===== src/rtl/matrix_pkg.sv =====
// Shared constants, FSM state encoding and length helpers for the matrix-multiply datapath.
package matrix_pkg;

    localparam int unsigned DEF_ELEM_W = 8;
    localparam int unsigned DEF_BUS_W  = 128;

    typedef enum logic [2:0] {
        StIdle  = 3'd0,
        StLoadA = 3'd1,
        StLoadB = 3'd2,
        StHold  = 3'd3,
        StErr   = 3'd4
    } state_e;

    // Bits occupied by a packed rows x cols matrix.
    function automatic int unsigned matrix_len(input int unsigned rows, input int unsigned cols,
                                               input int unsigned elem_w);
        return rows * cols * elem_w;
    endfunction

endpackage


===== src/rtl/matrix_loader_if.sv =====
// Element stream in, packed matrices out, plus the mat_valid/mat_ack handshake.
interface matrix_loader_if #(
    parameter int unsigned ELEM_W = 8,
    parameter int unsigned BUS_W  = 128
);
    logic              start;
    logic [ELEM_W-1:0] in_data;
    logic              in_valid;
    logic              in_last;
    logic              in_ready;
    logic [BUS_W-1:0]  a_out;
    logic [BUS_W-1:0]  b_out;
    logic              mat_valid;
    logic              mat_ack;
    logic              err;

    modport master (
        output start, in_data, in_valid, in_last, mat_ack,
        input  in_ready, a_out, b_out, mat_valid, err
    );

    modport slave (
        input  start, in_data, in_valid, in_last, mat_ack,
        output in_ready, a_out, b_out, mat_valid, err
    );
endinterface


===== src/rtl/elem_packer.sv =====
// Packs a row-major element stream into a flat bus, first element at the MSB of the used field.
module elem_packer #(
    parameter int unsigned NumElem = 6,
    parameter int unsigned ELEM_W  = 8,
    parameter int unsigned BUS_W   = 128
) (
    input  logic              clk,
    input  logic              rst,
    input  logic              clr_i,
    input  logic              wr_en_i,
    input  logic [ELEM_W-1:0] data_i,
    output logic              full_o,
    output logic [BUS_W-1:0]  bus_o
);
    localparam int unsigned Len  = NumElem * ELEM_W;
    localparam int unsigned CntW = (NumElem > 1) ? $clog2(NumElem) : 1;

    logic [CntW-1:0]  cnt_q, cnt_d;
    logic [BUS_W-1:0] bus_q, bus_d;
    logic [31:0]      shamt;

    assign full_o = (cnt_q == CntW'(NumElem - 1));
    assign bus_o  = bus_q;
    assign shamt  = 32'(Len - ELEM_W) - 32'(cnt_q) * 32'(ELEM_W);

    always_comb begin
        cnt_d = cnt_q;
        bus_d = bus_q;
        if (clr_i) begin
            cnt_d = '0;
            bus_d = '0;
        end else if (wr_en_i) begin
            bus_d = (bus_q & ~(BUS_W'({ELEM_W{1'b1}}) << shamt)) | (BUS_W'(data_i) << shamt);
            // Wrap on the last slot so the counter is ready for the next matrix.
            cnt_d = full_o ? '0 : cnt_q + 1'b1;
        end
    end

    always_ff @(posedge clk) begin
        if (!rst) begin
            cnt_q <= '0;
            bus_q <= '0;
        end else begin
            cnt_q <= cnt_d;
            bus_q <= bus_d;
        end
    end

endmodule


===== src/rtl/matrix_loader.sv =====
// Streams matrices A and B into packed buses, checks in_last framing, hands off via valid/ack.
module matrix_loader
    import matrix_pkg::*;
#(
    parameter int unsigned aRow   = 3,
    parameter int unsigned aCol   = 2,
    parameter int unsigned bRow   = 2,
    parameter int unsigned bCol   = 3,
    parameter int unsigned ELEM_W = DEF_ELEM_W,
    parameter int unsigned BUS_W  = DEF_BUS_W
) (
    input logic            clk,
    input logic            rst,
    matrix_loader_if.slave bus
);
    localparam int unsigned matrixALen = matrix_len(aRow, aCol, ELEM_W);
    localparam int unsigned matrixBLen = matrix_len(bRow, bCol, ELEM_W);

    if (aCol != bRow || matrixALen > BUS_W || matrixBLen > BUS_W) begin : g_param_err
        $error("matrix_loader: aCol must equal bRow and both matrices must fit in BUS_W");
    end

    state_e state_q, state_d;
    logic   in_ready, xfer, clr, a_wr, b_wr, a_full, b_full;

    assign in_ready      = (state_q == StLoadA) || (state_q == StLoadB);
    assign xfer          = bus.in_valid && in_ready;
    assign bus.in_ready  = in_ready;
    assign bus.mat_valid = (state_q == StHold);
    assign bus.err       = (state_q == StErr);

    always_comb begin
        state_d = state_q;
        clr     = 1'b0;
        a_wr    = 1'b0;
        b_wr    = 1'b0;
        case (state_q)
            StIdle, StErr: begin
                if (bus.start) begin
                    state_d = StLoadA;
                    clr     = 1'b1;
                end
            end
            StLoadA: begin
                // A framing error consumes the element without writing it.
                if (xfer) begin
                    if (bus.in_last != a_full) begin
                        state_d = StErr;
                    end else begin
                        a_wr = 1'b1;
                        if (a_full) state_d = StLoadB;
                    end
                end
            end
            StLoadB: begin
                if (xfer) begin
                    if (bus.in_last != b_full) begin
                        state_d = StErr;
                    end else begin
                        b_wr = 1'b1;
                        if (b_full) state_d = StHold;
                    end
                end
            end
            StHold: begin
                if (bus.mat_ack) state_d = StIdle;
            end
            default: state_d = StIdle;
        endcase
    end

    always_ff @(posedge clk) begin
        if (!rst) state_q <= StIdle;
        else      state_q <= state_d;
    end

    elem_packer #(
        .NumElem (aRow * aCol),
        .ELEM_W  (ELEM_W),
        .BUS_W   (BUS_W)
    ) u_pack_a (
        .clk     (clk),
        .rst     (rst),
        .clr_i   (clr),
        .wr_en_i (a_wr),
        .data_i  (bus.in_data),
        .full_o  (a_full),
        .bus_o   (bus.a_out)
    );

    elem_packer #(
        .NumElem (bRow * bCol),
        .ELEM_W  (ELEM_W),
        .BUS_W   (BUS_W)
    ) u_pack_b (
        .clk     (clk),
        .rst     (rst),
        .clr_i   (clr),
        .wr_en_i (b_wr),
        .data_i  (bus.in_data),
        .full_o  (b_full),
        .bus_o   (bus.b_out)
    );

endmodule


===== src/flat_wrapper.sv =====
// flat-port wrapper written by rule: the top's interface ports become plain ports
module matrix_loader_flat import matrix_pkg::*;
#(
    parameter int unsigned aRow   = 3,
    parameter int unsigned aCol   = 2,
    parameter int unsigned bRow   = 2,
    parameter int unsigned bCol   = 3,
    parameter int unsigned ELEM_W = DEF_ELEM_W,
    parameter int unsigned BUS_W  = DEF_BUS_W
)
  (clk, rst, bus_start, bus_in_data, bus_in_valid, bus_in_last, bus_mat_ack, bus_in_ready, bus_a_out, bus_b_out, bus_mat_valid, bus_err);
  matrix_loader_if #(.ELEM_W(ELEM_W), .BUS_W(BUS_W)) bus_i ();
  input logic clk;
  input logic rst;
  input wire logic [$bits(bus_i.start)-1:0] bus_start;
  input wire logic [$bits(bus_i.in_data)-1:0] bus_in_data;
  input wire logic [$bits(bus_i.in_valid)-1:0] bus_in_valid;
  input wire logic [$bits(bus_i.in_last)-1:0] bus_in_last;
  input wire logic [$bits(bus_i.mat_ack)-1:0] bus_mat_ack;
  output wire logic [$bits(bus_i.in_ready)-1:0] bus_in_ready;
  output wire logic [$bits(bus_i.a_out)-1:0] bus_a_out;
  output wire logic [$bits(bus_i.b_out)-1:0] bus_b_out;
  output wire logic [$bits(bus_i.mat_valid)-1:0] bus_mat_valid;
  output wire logic [$bits(bus_i.err)-1:0] bus_err;
  assign bus_i.start = bus_start;
  assign bus_i.in_data = bus_in_data;
  assign bus_i.in_valid = bus_in_valid;
  assign bus_i.in_last = bus_in_last;
  assign bus_i.mat_ack = bus_mat_ack;
  assign bus_in_ready = bus_i.in_ready;
  assign bus_a_out = bus_i.a_out;
  assign bus_b_out = bus_i.b_out;
  assign bus_mat_valid = bus_i.mat_valid;
  assign bus_err = bus_i.err;
  matrix_loader #(.aRow(aRow), .aCol(aCol), .bRow(bRow), .bCol(bCol), .ELEM_W(ELEM_W), .BUS_W(BUS_W)) u_core (.clk(clk), .rst(rst), .bus(bus_i));
endmodule

===== config.mk =====
export PLATFORM = sky130hd
export DESIGN_NAME = matrix_loader_flat
export DESIGN_NICKNAME = d
export VERILOG_FILES = /design/src/rtl/matrix_pkg.sv /design/src/rtl/matrix_loader_if.sv /design/src/rtl/elem_packer.sv /design/src/rtl/matrix_loader.sv /design/src/flat_wrapper.sv
export SDC_FILE = /design/constraint.sdc
export NUM_CORES = 1
export LEC_CHECK = 0
export ABC_AREA = 1
export ABC_CLOCK_PERIOD_IN_PS = 1900
export BUFFER_PORTS_ARGS = -buffer_cell sky130_fd_sc_hd__buf_2
export CAP_MARGIN = 10
export CORE_MARGIN = 5
export CORE_UTILIZATION = 25
export DETAILED_ROUTE_END_ITERATION = 7
export PLACE_DENSITY = 0.53
export SLEW_MARGIN = 10
export SYNTH_ARGS = -nofsm -noshare
export SYNTH_HDL_FRONTEND = slang
export SYNTH_SLANG_ARGS = --single-unit
export TNS_END_PERCENT = 20

===== constraint.sdc =====
create_clock -name clk -period 1.9 [get_ports clk]
set_input_delay 0.19 -clock clk [delete_from_list [all_inputs] [get_ports clk]]
set_output_delay 0.19 -clock clk [all_outputs]
set_load 0.05 [all_outputs]

==> flow_summary.yaml, run 1 <==
layout:
  layout_commonest_cell: "nand2_1"
  fin_util_pct: 33.2
  final_cell_mix: "nand2_1 (541), buf_2 (271), dfxtp_1 (264), nor2_1 (177), inv_1 (161)"
  syn2layout_area_growth_pct: 31.6
  finalNonFillerCells: 2363
  nNetsFinal: 1816
  antenna_cells: 0
  fin_area_sq_um: 13900
  n_fill_cell: 4456
  drive_above_1_share_pct: 21.5
detailed_routing:
  via_count: 10400
  drt_iter0_drc: 711
  drc: 0
  drtPass1Iterations: 5
  drt-total-wl_um: 35100
  drt-vias-per-instance: 4.38
  wl_per_cell_um: 14.8
  final_antenna_net_count: 0
synth:
  synthDistinctLibCells: 24
  ys_ff_latch: 265
  yosysSeqAreaShare_pct: 50.2
  syn_area_sq_um: 10600
  syn_avg_cell_area_sq_um: 6.95
  syn_inst: 1520
  syn-num-nets: 1536
  ys_warn_count: 0
timing:
  skew_ps: 6.54
  hold_viol: 0
  worstMarginPinSlew_ps: 561
  drv_slew: 0
  tns_ps: 0
  slew_headroom_pct: 62.4
  finalSetupViolCount: 0
  fmax_mhz: 557
  layout_setup_ws_ps: 106
  post-route-period-util_pct: 94.4
  finalCriticalPeriod_ps: 1790
worst_setup_path:
  crit_top_cell: "nand2_1"
  worst-setup-path-type: "flip-flop to flip-flop"
  max_stage_delay_ps: 400
  end_kind: "flip-flop"
  critical_path.top_delay_family: "simple AND/OR/NAND/NOR gates"
  path_cells: "ha_1, buf_12, nand3_1, nand2_1, nand2_1, nand2_1, a21oi_1"
  required_ps: 2360
  critPathLaunchType: "flip-flop"
  path_buf_inv: 1
  crit_fanout: 36
  crit_arrival_ps: 2250
  slowest_stage: "ha_1"
grt:
  grt.total_usage_pct: 13.9
  grt_pass1_vias: 9423
  grt_max_degree: 67
  antenna_found_initial: 0
  grt-ovfl-total: 0
  grt_pass1_wl_um: 53400
clock_network:
  clk_pin_slew_ps: 60
  clock_path_buffers: 3
  cts_sinks: 265
  cts_tree: "built"
  worst_skew_pair.late_latency_ps: 560
  cts-root-buf: "clkbuf_16"
  numCtsBuffers: 31
  htree_levels: 1
min_path:
  hold_path.class: "input port to flip-flop"
die:
  dieHeight_um: 216
  io_pins: 273
  core_area_sq_um: 41900
  die_w_um: 216
  start_util_pct: 25.2
  die_area_sq_um: 46500
  rows: 75
power:
  leakagePower_nw: 6.07
  ir_drop_uv: 846
  power_density_nw_per_um2: 963
status:
  status: "complete, no violations"
place:
  pre_cts_slack_ps: 112
  dp_cells: 2294
  dpl.hpwl_um: 23200
  postPlaceCellArea_sq_um: 12600
  io_buffers: 272
  place_congestion: 0.822
flow_run:
  drv_cap: 0
==> sequential cells by signal, summed over array words and instances, names as in the netlist <==
signal,flops
u_core.state_q,3
u_core.u_pack_a.bus_o,128
u_core.u_pack_a.cnt_q,3
u_core.u_pack_b.bus_o,128
u_core.u_pack_b.cnt_q,3
==> report_power, final <==
group	internal [mW]	switching, mW
Combinational	0.373	1.04
Clock	3.90	2.43
Sequential	5.60	0.0431
Total	9.87	3.51
==> path summary, 6_finish.rpt <==
path	from	end	slack, ps	cells after the start
setup reg to reg	u_core.u_pack_a.cnt_q[2]	u_core.u_pack_a.bus_o[30]	110	7
setup / recovery	u_core.u_pack_a.cnt_q[2]	u_core.u_pack_a.bus_o[30]	110	7
hold reg to reg	u_core.u_pack_a.bus_o[117]	u_core.u_pack_a.bus_o[117]	420	2
hold / removal	bus_in_valid	u_core.u_pack_b.cnt_q[2]	50	5
==> Yosys cell counts <==
cell type,n,area [sq um]
nor3_1,2,10.0
buf_1,5,18.8
nand2_2,1,6.26
nor2_1,179,672
clkinv_1,2,7.51
nor3_2,1,10.0
inv_2,6,22.5
a21boi_2,1,11.3
clkbuf_1,28,105
o21bai_1,1,7.51
a21oi_1,132,661
nor2_2,1,6.26
buf_4,12,90.1
o21ai_0,57,285
nand3_1,66,330
ha_1,2,25.0
nand3_2,2,20.0
xor2_1,1,8.76
buf_2,31,155
buf_6,6,67.6
inv_1,161,604
nand4_1,15,93.8
dfxtp_1,265,5310
nand2_1,543,2040
==> worst register-to-register path, delay by kind of cell, from the launching register on <==
| kind | cells | cell delay [ps] |
|---|---|---|
| fa+ha+maj | 1 | 400 |
| buf+inv | 1 | 230 |
| flops | 1 | 350 |
| compound gates | 1 | 50 |
| simple gates | 4 | 640 |
==> final cells by class <==
cell class	count	area (sq um)	share of cell area (%)
inverter	169	648	4.66
sequential	265	5310	38.2
multi-input combinational	1004	4200	30.2
clock buffer	40	870	6.25
timing repair buffer	329	1970	14.2
tap	539	674	4.85
clock inverter	17	231	1.66
==> logic make-up after synthesis <==
family          synth area share (%)
xor+xnor                      0.0829
simple gates                    30.2
flops                           50.2
fa+ha+maj                      0.237
buf+inv                         10.1
compound gates                  9.13
==> metrics by stage <==
stage	hold WS, ps	power, mW
final	49.3	13.4
after global routing	51.2	14.0
after CTS	11.8	13.6
after detailed placement	414	7.10
after global placement	411	7.10
after floorplan	310	6.67
==> metal layers <==
metal / GRT usage (%) / part of all wire [%] / vias up / routed length (um)
met5: 0 / 0 / - / 0
met4: 4.31 / 3.1 / 0 / 1070
met3: 3.83 / 7.6 / 60 / 2670
met2: 23.2 / 46 / 353 / 16300
met1: 17.5 / 43 / 4711 / 15100
li1: - / - / 5235 / -
==> what timing repair did <==
item,4_1_cts,5_1_grt
hold buffers,9,0
endpoints found under the setup margin,0,66
endpoints found under the hold margin,14,0
resized for setup,0,11
setup buffers,0,0
Note: power is estimated with default switching activity, not from simulation.
==> inputs of run 2 (changes only) <==
--- a/config.mk
+++ b/config.mk
@@ -12,7 +12,7 @@
 export CORE_MARGIN = 5
 export CORE_UTILIZATION = 25
 export DETAILED_ROUTE_END_ITERATION = 7
-export PLACE_DENSITY = 0.53
+export PLACE_DENSITY = 0.41
 export SLEW_MARGIN = 10
 export SYNTH_ARGS = -nofsm -noshare
 export SYNTH_HDL_FRONTEND = slang
==> run 2 against run 1 <==
  * Wire length is 4.2% higher
  * Power is 1.2% lower
  * Clock power down 2%
  * Combinational power is 3% lower
  * Count of clock-buffer cells in the layout increased by 14
  * Hold slack improved by 20 ps
  * Global-route usage up 1.2 points
  * Via count fell by 2.3%
  * Clock skew rose by 2.5 ps
  * Die area stayed put
  * Critical path type unchanged
  * Critical endpoint is now u_core.u_pack_a.bus_o[45]
==> flow_summary.yaml, run 2 (synthesis gave the netlist of run 1 again) <==
status:
  status: "complete, no violations"
timing:
  skew_ps: 9.04
  slew_headroom_pct: 65.5
  finalCriticalPeriod_ps: 1750
  hold_viol: 0
  fmax_mhz: 572
  post-route-period-util_pct: 92.0
  worstMarginPinSlew_ps: 517
  rsz0062_at_grt: "no"
  hold_slack_ps: 69.6
  layout_setup_ws_ps: 153
  finalSetupViolCount: 0
  tns_ps: 0
  drv_slew: 0
worst_setup_path:
  reg2reg_slack_ps: 150
  r2r-start: "u_core.u_pack_a.cnt_q[1]"
  critPathLaunchType: "flip-flop"
  worst_setup_path_startpoint: "u_core.u_pack_a.cnt_q[1]"
  rr_worst_depth: 10
  crit_end: "u_core.u_pack_a.bus_o[45]"
  worst-setup-path-type: "flip-flop to flip-flop"
  r2r-end: "u_core.u_pack_a.bus_o[45]"
  crit_arrival_ps: 2200
  required_ps: 2350
  end_kind: "flip-flop"
  crit_fanout: 33
detailed_routing:
  final_antenna_net_count: 0
  drtPass1Iterations: 7
  drt-vias-per-instance: 4.28
  drt_iter0_drc: 580
  via_count: 10100
  drt-total-wl_um: 36600
  drc: 0
  wl_per_cell_um: 15.5
clock_network:
  cts-root-buf: "clkbuf_16"
  htree_levels: 2
  numCtsBuffers: 34
  worst_skew_pair.late_latency_ps: 520
  clk_pin_slew_ps: 60
  cts_sinks: 265
  clock_path_buffers: 3
  cts_tree: "built"
die:
  start_util_pct: 25.2
  core_area_sq_um: 41900
  die_area_sq_um: 46500
  die_w_um: 216
  io_pins: 273
  rows: 75
  dieHeight_um: 216
grt:
  grt-ovfl-total: 0
  grt_pass1_vias: 9649
  grt_pass1_wl_um: 56600
  grt_max_degree: 67
  antenna_found_initial: 0
  grt.total_usage_pct: 15.1
layout:
  drive_above_1_share_pct: 22.0
  layout_commonest_cell: "nand2_1"
  n_fill_cell: 4525
  antenna_cells: 0
  nNetsFinal: 1817
  multi_input_area_sq_um: 4230
  regArea_sq_um: 5310
  fin_util_pct: 33.1
  syn2layout_area_growth_pct: 31.2
  final_cell_mix: "nand2_1 (538), buf_2 (272), dfxtp_1 (264), nor2_1 (178), inv_1 (161)"
place:
  io_buffers: 272
  place_congestion: 0.758
  pre_cts_slack_ps: 52.6
  dpl.hpwl_um: 24600
power:
  ir_drop_uv: 629
  power_density_nw_per_um2: 954
  leakagePower_nw: 6.08
min_path:
  hold_path.class: "input port to flip-flop"
  worstHoldStart: "bus_in_data[6]"
flow_run:
  drv_cap: 0
-- run 2: metrics by stage --
stage | cell area (sq um) | power [mW] | cells
final | 13900 | 13.2 | 2365
after global routing | 13900 | 13.8 | 2365
after CTS | 13800 | 13.5 | 2364
after detailed placement | 12700 | 7.12 | 2302
after global placement | 12700 | 7.12 | 2302
after floorplan | 10600 | 6.67 | 1520
-- run 2: what timing repair did --
| action | 4_1_cts | 5_1_grt |
|---|---|---|
| resized for setup | 0 | 15 |
| setup buffers | 0 | 0 |
| setup endpoints to repair | 0 | 68 |
| hold buffers | 1 | 0 |
| endpoints found under the hold margin | 3 | 0 |
-- run 2: worst max-delay path: stages (launching register included) --
cell and delay, ps:
dfxtp_2 390, buf_4 170, inv_2 70, nand3_1 110
nand2_1 110, nand2_2 100, nand3_2 140, inv_4 140
clkbuf_16 250, nand2_1 70, a21oi_1 120
-- run 2: cell type report --
type / instances / area share, %
sequential: 265 / 38.3
multi-input combinational: 1004 / 30.5
timing repair buffer: 327 / 13.9
clock buffer: 54 / 7.48
tap: 539 / 4.87
inverter: 169 / 4.68
clock inverter: 7 / 0.298
-- run 2: worst min-delay path by stage --
stage               cells past startpoint                         to
finish                                  5   u_core.u_pack_a.bus_o[6]
floorplan                               2          u_core.state_q[0]
global route                            5  u_core.u_pack_a.bus_o[38]
CTS                                     5  u_core.u_pack_a.bus_o[33]
global placement                        2  u_core.u_pack_a.bus_o[97]
detailed placement                      2  u_core.u_pack_b.bus_o[77]
-- run 2: power breakdown --
part | switching (mW) | internal [mW] | total (mW)
Clock | 2.47 | 3.74 | 6.22
Combinational | 1.04 | 0.327 | 1.37
Sequential | 0.0408 | 5.60 | 5.64
-- run 2: metal layers --
metal / global-route usage [%] / vias to the layer above / wire [um]
met5: 0 / - / 0
met4: 5.46 / 0 / 965
met3: 4.90 / 48 / 2730
met2: 23.7 / 235 / 16200
met1: 19.4 / 4599 / 16600
li1: - / 5236 / -
